$ cat src/rtl/frame_scanout_ctrl.sv
// Ping-pong frame buffer read sequencer: rasters a full buffer out as a pixel stream
// with valid/hsync/vsync, alternating between buffers when both hold frames.
module frame_scanout_ctrl #(
  parameter int unsigned H_ACTIVE = 100,
  parameter int unsigned H_BLANK  = 20,
  parameter int unsigned V_ACTIVE = 100,
  parameter int unsigned V_BLANK  = 5,
  parameter int unsigned ADDR_W   = 20
) (
  input  logic              clk,
  input  logic              reset,
  input  logic              buf1_full,
  input  logic              buf2_full,
  output logic              re1,
  output logic              re2,
  output logic [ADDR_W-1:0] addr,
  input  logic [7:0]        r1,
  input  logic [7:0]        g1,
  input  logic [7:0]        b1,
  input  logic [7:0]        r2,
  input  logic [7:0]        g2,
  input  logic [7:0]        b2,
  output logic [7:0]        pix_r,
  output logic [7:0]        pix_g,
  output logic [7:0]        pix_b,
  output logic              pix_valid,
  output logic              hsync,
  output logic              vsync,
  output logic              frame_done,
  output logic              active_buf
);

  localparam int unsigned H_TOTAL  = H_ACTIVE + H_BLANK;
  localparam int unsigned V_TOTAL  = V_ACTIVE + V_BLANK;
  localparam int unsigned X_W      = $clog2(H_TOTAL);
  localparam int unsigned Y_W      = $clog2(V_TOTAL);
  localparam int unsigned PIX_LAST = H_ACTIVE * V_ACTIVE - 1;

  localparam logic [1:0] S_IDLE = 2'd0;
  localparam logic [1:0] S_SCAN = 2'd1;
  localparam logic [1:0] S_DONE = 2'd2;

  logic [1:0]        state_q, state_d;
  logic [X_W-1:0]    x_q, x_d;
  logic [Y_W-1:0]    y_q, y_d;
  logic [ADDR_W-1:0] addr_q, addr_d;
  logic              active_buf_q, active_buf_d;
  logic              buf_dly_q, buf_dly_d;
  logic              re1_q, re1_d;
  logic              re2_q, re2_d;
  logic              pix_valid_q, pix_valid_d;
  logic              hsync_q, hsync_d;
  logic              vsync_q, vsync_d;

  logic start, line_end, frame_end, read_next;

  // Next state; re/addr are computed from the next x/y so they line up with the scan position.
  always_comb begin
    state_d      = state_q;
    x_d          = x_q;
    y_d          = y_q;
    addr_d       = addr_q;
    active_buf_d = active_buf_q;
    start        = 1'b0;
    line_end     = (x_q == X_W'(H_TOTAL - 1));
    frame_end    = line_end && (y_q == Y_W'(V_TOTAL - 1));

    case (state_q)
      S_IDLE: begin
        if (buf1_full) begin
          start        = 1'b1;
          active_buf_d = 1'b0;
        end else if (buf2_full) begin
          start        = 1'b1;
          active_buf_d = 1'b1;
        end
      end
      S_SCAN: begin
        if ((re1_q || re2_q) && (addr_q != ADDR_W'(PIX_LAST))) begin
          addr_d = addr_q + ADDR_W'(1);
        end
        if (line_end) begin
          x_d = '0;
          if (frame_end) begin
            y_d     = '0;
            state_d = S_DONE;
          end else begin
            y_d = y_q + Y_W'(1);
          end
        end else begin
          x_d = x_q + X_W'(1);
        end
      end
      S_DONE: begin
        if (active_buf_q ? buf1_full : buf2_full) begin
          start        = 1'b1;
          active_buf_d = ~active_buf_q;
        end else if (active_buf_q ? buf2_full : buf1_full) begin
          start = 1'b1;
        end else begin
          state_d = S_IDLE;
        end
      end
      default: state_d = S_IDLE;
    endcase

    if (start) begin
      state_d = S_SCAN;
      x_d     = '0;
      y_d     = '0;
      addr_d  = '0;
    end

    read_next   = (state_d == S_SCAN) && (x_d < X_W'(H_ACTIVE)) && (y_d < Y_W'(V_ACTIVE));
    re1_d       = read_next && !active_buf_d;
    re2_d       = read_next && active_buf_d;
    pix_valid_d = re1_q || re2_q;
    buf_dly_d   = active_buf_q;
    hsync_d     = (state_q == S_SCAN) && line_end;
    vsync_d     = (state_q == S_SCAN) && frame_end;
  end

  always_ff @(posedge clk) begin
    if (reset) begin
      state_q      <= S_IDLE;
      x_q          <= '0;
      y_q          <= '0;
      addr_q       <= '0;
      active_buf_q <= 1'b0;
      buf_dly_q    <= 1'b0;
      re1_q        <= 1'b0;
      re2_q        <= 1'b0;
      pix_valid_q  <= 1'b0;
      hsync_q      <= 1'b0;
      vsync_q      <= 1'b0;
    end else begin
      state_q      <= state_d;
      x_q          <= x_d;
      y_q          <= y_d;
      addr_q       <= addr_d;
      active_buf_q <= active_buf_d;
      buf_dly_q    <= buf_dly_d;
      re1_q        <= re1_d;
      re2_q        <= re2_d;
      pix_valid_q  <= pix_valid_d;
      hsync_q      <= hsync_d;
      vsync_q      <= vsync_d;
    end
  end

  // Buffer read data arrives one cycle after re, aligned with pix_valid.
  assign pix_r = pix_valid_q ? (buf_dly_q ? r2 : r1) : 8'd0;
  assign pix_g = pix_valid_q ? (buf_dly_q ? g2 : g1) : 8'd0;
  assign pix_b = pix_valid_q ? (buf_dly_q ? b2 : b1) : 8'd0;

  assign re1        = re1_q;
  assign re2        = re2_q;
  assign addr       = addr_q;
  assign pix_valid  = pix_valid_q;
  assign hsync      = hsync_q;
  assign vsync      = vsync_q;
  assign frame_done = vsync_q;
  assign active_buf = active_buf_q;

endmodule

$ cat config.mk
export PLATFORM = sky130hd
export DESIGN_NAME = frame_scanout_ctrl
export DESIGN_NICKNAME = d
export VERILOG_FILES = /design/src/rtl/frame_scanout_ctrl.sv
export SDC_FILE = /design/constraint.sdc
export NUM_CORES = 1
export LEC_CHECK = 0
export BUFFER_PORTS_ARGS = -buffer_cell sky130_fd_sc_hd__buf_2
export CELL_PAD_IN_SITES_DETAIL_PLACEMENT = 1
export CELL_PAD_IN_SITES_GLOBAL_PLACEMENT = 2
export CORE_ASPECT_RATIO = 0.9
export CORE_UTILIZATION = 29
export CTS_CLUSTER_SIZE = 40
export DETAILED_ROUTE_END_ITERATION = 16
export PLACE_DENSITY_LB_ADDON = 0.08
export SLEW_MARGIN = 10
export SYNTH_ARGS = -nofsm -noshare
export SYNTH_HDL_FRONTEND = slang
export SYNTH_SLANG_ARGS = --single-unit
export TNS_END_PERCENT = 50
$ cat constraint.sdc
create_clock -name clk -period 2.74 [get_ports clk]
set_clock_uncertainty 0.05 [all_clocks]
set_input_delay 0 -clock clk [delete_from_list [all_inputs] [get_ports clk]]
set_output_delay 0 -clock clk [all_outputs]
set_load 0.05 [all_outputs]
After elaboration in Yosys (flattened, before gate mapping)
Cells that the tools add are included.
{"block": "totals", "out_inout_bits": 51, "register_bits": 43, "inputBits": 52, "word_cells": 66}
{"block": "classes", "n_addsub": 3, "bitwise_logic": 1, "eq_ne": 6, "n_mux": 30, "n_reduce_logical": 13, "magnitude_cmp": 2}
{"op": "7-bit two-way mux", "n": 7}
{"op": "8-bit two-way mux", "n": 6}
{"op": "20-bit by 1-bit adder with 20-bit output, second input constant", "n": 1}
{"op": "20-bit by 14-bit != test with 1-bit output, second input constant", "n": 1}
{"op": "7-bit by 1-bit adder with 7-bit output, second input constant", "n": 2}
{"op": "7-bit equality test, second input constant", "n": 2}
{"op": "7-bit < comparator, second input constant", "n": 2}
{"op": "2-bit two-way mux", "n": 5}
{"op": "1-bit two-way mux", "n": 9}
{"op": "1-bit logical AND", "n": 8}
{"op": "2-bit one-hot mux with 3 select lines", "n": 1}
{"op": "2-bit by 1-bit equality test with 1-bit output, second input constant", "n": 2}
{"op": "1-bit one-hot mux with 2 select lines", "n": 2}
{"op": "2-bit equality test, second input constant", "n": 1}
{"op": "2-bit zero test", "n": 1}
{"op": "2-bit AND reduction", "n": 1}
{"op": "2-bit OR reduction", "n": 1}
{"op": "1-bit zero test", "n": 1}
{"op": "1-bit logical OR", "n": 1}
{"op": "1-bit inverter", "n": 1}

Logic depth before layout (Yosys ltp)
{"block": "depth", "depth_word": 10, "ltp_mapped": 7, "ltp_nobuf": 7}

Worst setup path before layout
Ideal clock, no wire load.
{"block": "synth_timing", "kind": "register -> register", "start": "register addr_q[11] (netlist: addr[11])", "end": "register addr_q[19] (netlist: addr[19])", "synth_period_minus_slack_ns": 2.047, "path_buffers": 0, "stages_incl_launch_ff": 5, "arrival_ns": 1.926, "path_slack_ns": 0.693, "required_time_ns": 2.620, "setup_time_ns": 0.070, "cell_sequence": "dfxtp_1 > nand4_2 > or3_4 > or4_1 > a21oi_1"}
{"block": "synth_via", "elab_chain_cells": 3, "elab_cells_between_ends": 4, "cone_classes": "add/sub (1); eq/ne (1); reduce/logical (2)"}
{"item": "start: declaration", "line_no": "46", "rtl": "logic [ADDR_W-1:0] addr_q, addr_d;"}
{"item": "start signal: assignment", "line_no": "140", "rtl": "addr_q <= addr_d;"}
{"item": "parallel branches: the longest is 3 deep, another holds 20-bit by 1-bit adder with 20-bit output"}
Several ways; the timed one is not identified.
A chain may end at the register's enable or synchronous reset.

Final worst setup path
{"block": "layout_timing", "start": "register x_q[0]", "end": "register re1_q (netlist: re1)"}
{"block": "layout_via", "elab_chain_cells": 10, "elab_cells_between_ends": 20, "cone_classes": "add/sub (1); order compare (2); eq/ne (2); mux (11); reduce/logical (4)"}
{"item": "start: declaration", "line_no": "44", "rtl": "logic [X_W-1:0] x_q, x_d;"}
{"item": "start signal: assignment", "line_no": "126", "rtl": "x_q <= '0;"}
{"item": "start signal: assignment", "line_no": "138", "rtl": "x_q <= x_d;"}
{"item": "parallel branches: the longest is 8 deep, another holds 7-bit by 1-bit adder with 7-bit output"}
{"item": "1-bit logical AND (*)", "line_no": "114", "rtl": "read_next = (state_d == S_SCAN) && (x_d < X_W'(H_ACTIVE)) && (y_d < Y_W'(V_ACTIVE));"}
{"item": "1-bit logical AND (*)", "line_no": "115", "rtl": "re1_d = read_next && !active_buf_d;"}
{"item": "end signal: assignment", "line_no": "143", "rtl": "re1_q <= re1_d;"}
{"item": "end: declaration", "line_no": "49", "rtl": "logic re1_q, re1_d;"}
Every way passes the cells marked *.

==> results.yml <==
power:
  clkPwrFrac_pct: 31.2
  switching_power_mw: 0.402
  swShare_pct: 30.9
  power_frac_comb_pct: 19.2
  power_per_cell_area_nw_per_um2: 407
  power.internal_mw: 0.899
  ir_drop_mv: 0.282
  power.total_mw: 1.30
  sequentialPowerShare_pct: 49.7
  leakagePower_nw: 1.33
clocking:
  clk_pin_slew_ps: 80
  clk-insertion-delay-late_ps: 300
  cts-htree-levels: 2
  tritoncts: "done"
  cts-root-buf: "clkbuf_8"
  cts_setup_buffers: 0
  clock_tree.buffer_depth: 2
  clkSinkCount: 43
  numCtsBuffers: 5
synth:
  synth_compound_area_share_pct: 9.54
  synth_common_cells: "dfxtp_1, nor2_1, nor2b_1"
  synth_top_family_by_area: "simple AND/OR/NAND/NOR gates"
  syn_nets: 352
  postSynthCellCount: 296
  avgSynthCellArea_sq_um: 8.38
  synth_mux_area_share_pct: 10.5
  synthXorXnorAreaFrac_pct: 7.06
  synthTopCellsByArea: "dfxtp_1, mux2i_1, nor2b_1"
  synth_most_common_cell: "dfxtp_1"
  synth_top_area_share_pct: 34.7
  yosysWarnings: 0
  synth_cell_type_count: 50
  synthAdderAreaFrac_pct: 2.02
  synth_edf_count: 0
  ys.flop_type: "dfxtp_1"
  yosys.area.top_type: "dfxtp_1"
  synthSimpleGateAreaFrac_pct: 32.8
  syn_area_sq_um: 2480
  ys_seq_area_share_pct: 34.7
  ys_ff_latch: 43
  ys_async_sr_fraction_pct: 0
worst_setup_path:
  cp.depth: 6
  crit_required_ps: 2900
  worstSetupEndpoint: "re1"
  worstPathCellList: "ha_1, and4b_4, and3_1, o211ai_1, and4b_1, a211oi_1"
  worstSetupPathType: "reg2reg"
  rr_worst_depth: 6
  path_delay_family: "simple AND/OR/NAND/NOR gates"
  critPathLaunchType: "register"
  cp_slowest_stage_delay_ps: 400
  path_max_fanout: 6
  critPathBufInv: 0
  crit_start: "x_q[0]"
  rr_startpoint: "x_q[0]"
  regToRegSetupSlack_ps: 720
  crit_slowest_cell: "dfxtp_1"
  arrival_ps: 2180
  cp-end-kind: "register"
  r2r-end: "re1"
final_layout:
  antennaDiodeCount: 0
  final_util_pct: 39.1
  area_delta_synth_final_pct: 28.9
  drive_above_1_share_pct: 29.5
  num-fill-cells: 1035
  stdcell_count: 512
  num-nets-final: 452
  final_area_sq_um: 3200
sta:
  rsz0062_at_grt: "no"
  hold_viol_final: 0
  fin_ws_ps: 715
  finalCritPeriodShare_pct: 73.9
  tightestPinTransition_ps: 605
  maxSlewViolCount: 0
  fin_crit_ps: 2020
  slew_headroom_pct: 59.6
  setup_viol: 0
  finalSetupTns_ps: 0
  max_freq_mhz: 494
  whs_ps: 125
route:
  wl_per_cell_um: 14.1
  drt_pass1_iterations: 4
  detail-route-antenna-nets: 0
  drtIter0Drc: 119
  vias: 2520
  routed_wl_um: 7220
  viasPerCell: 4.92
  drc: 0
floorplanning:
  die_area_sq_um: 8930
  start_util_pct: 30.3
  rows: 31
  die_w_um: 99.5
  die_y_um: 89.7
  core_area_sq_um: 8180
  num_io_pins: 103
placed_design:
  dpl_cell_area_sq_um: 3100
  pre_cts_slack_ps: 744
  gp_congestion: 0.756
  dp_hpwl_um: 5410
  port_buffers: 102
  placedCellCount: 502
global_routing:
  grt_overflow: 0
  grtUsageTotal_pct: 15.9
  grt_max_degree: 29
  grt_pass1_wl_um: 11600
  antenna_found_initial: 0
  grt_pass1_vias: 2308
min_path:
  hold_path_class: "in2reg"
job:
  cap_violations: 0
status:
  status: "completed"
## area by class of cell
cell class	count	area [sq um]	area share (%)
flip-flops and latches	43	861	26.9
inverters	8	30.0	0.939
clock inverters	1	5.00	0.157
clock buffers	7	76.3	2.39
multi-input cells	232	1540	48.0
well taps	115	144	4.50
repair buffers	106	546	17.1
## cell usage in the layout, fill, tap and decap left out, drive strengths merged, types with 2 or more instances in the layout
cell	netlist	routed
nor2	33	33
buf	6	104
clkbuf	7	7
nand2	14	14
nand3b	2	2
mux2i	26	26
nor4	4	4
or3	5	5
and4b	2	2
and4	2	2
nand4b	2	2
o211ai	3	3
nor2b	29	29
dfxtp	43	43
a21oi	12	12
nand4	11	11
inv	8	8
o31ai	2	2
ha	4	4
a211oi	3	3
and3	4	4
nor3	13	13
nand3	13	13
or4	2	2
o21ai	7	7
dlygate4sd3	0	2
xnor2	13	13
nand2b	5	5
xor2	7	7
## power by group through the flow
stage               logic (mW)  registers [mW]  clock network [mW]
global route             0.267           0.650               0.450
CTS                      0.253           0.647               0.422
global placement         0.248           0.662                   0
detailed placement       0.249           0.662                   0
floorplan                0.156           0.674                   0
finish                   0.249           0.646               0.406
## what timing repair did
item / in CTS / in global routing
gates resized for setup: 0 / 0
hold buffers: 2 / 0
hold endpoints to repair: 5 / 0
## state kept, by name, indices dropped and copies added, names as in the netlist, 2 cells and up
signal / flops
addr: 20
state_q: 2
x_q: 7
y_q: 7
## routing by layer
metal | vias up | wire (um) | GRT usage [%]
met4 | 0 | 65 | 3.68
met1 | 1185 | 3630 | 21.9
met2 | 83 | 3080 | 25.1
met3 | 5 | 440 | 3.42
li1 | 1247 | - | -
met5 | - | 0 | 0
## worst register-to-register path, delay by kind of cell, from the launching register on
| kind | cells | cell delay (ps) |
|---|---|---|
| compound gates | 2 | 360 |
| simple gates | 3 | 820 |
| fa+ha+maj | 1 | 300 |
| flops | 1 | 400 |
## how the worst min path moves through the flow
stage | startpoint | to | slack [ps] | cells past startpoint
finish | buf2_full | active_buf | 120 | 4
global route | buf2_full | active_buf | 160 | 4
CTS | buf2_full | active_buf | 120 | 4
detailed placement | reset | pix_valid | 280 | 2
global placement | reset | active_buf | 270 | 2
floorplan | buf1_full | active_buf | 180 | 2
## logic make-up (layout without fill, tap and decap cells)
family,after synthesis,count (layout)
compound gates,37,37
xor+xnor,20,20
simple gates,145,145
mux,26,26
flops,43,43
buf+inv,21,122
fa+ha+maj,4,4
No activity file was read; power rests on OpenSTA's default activity.
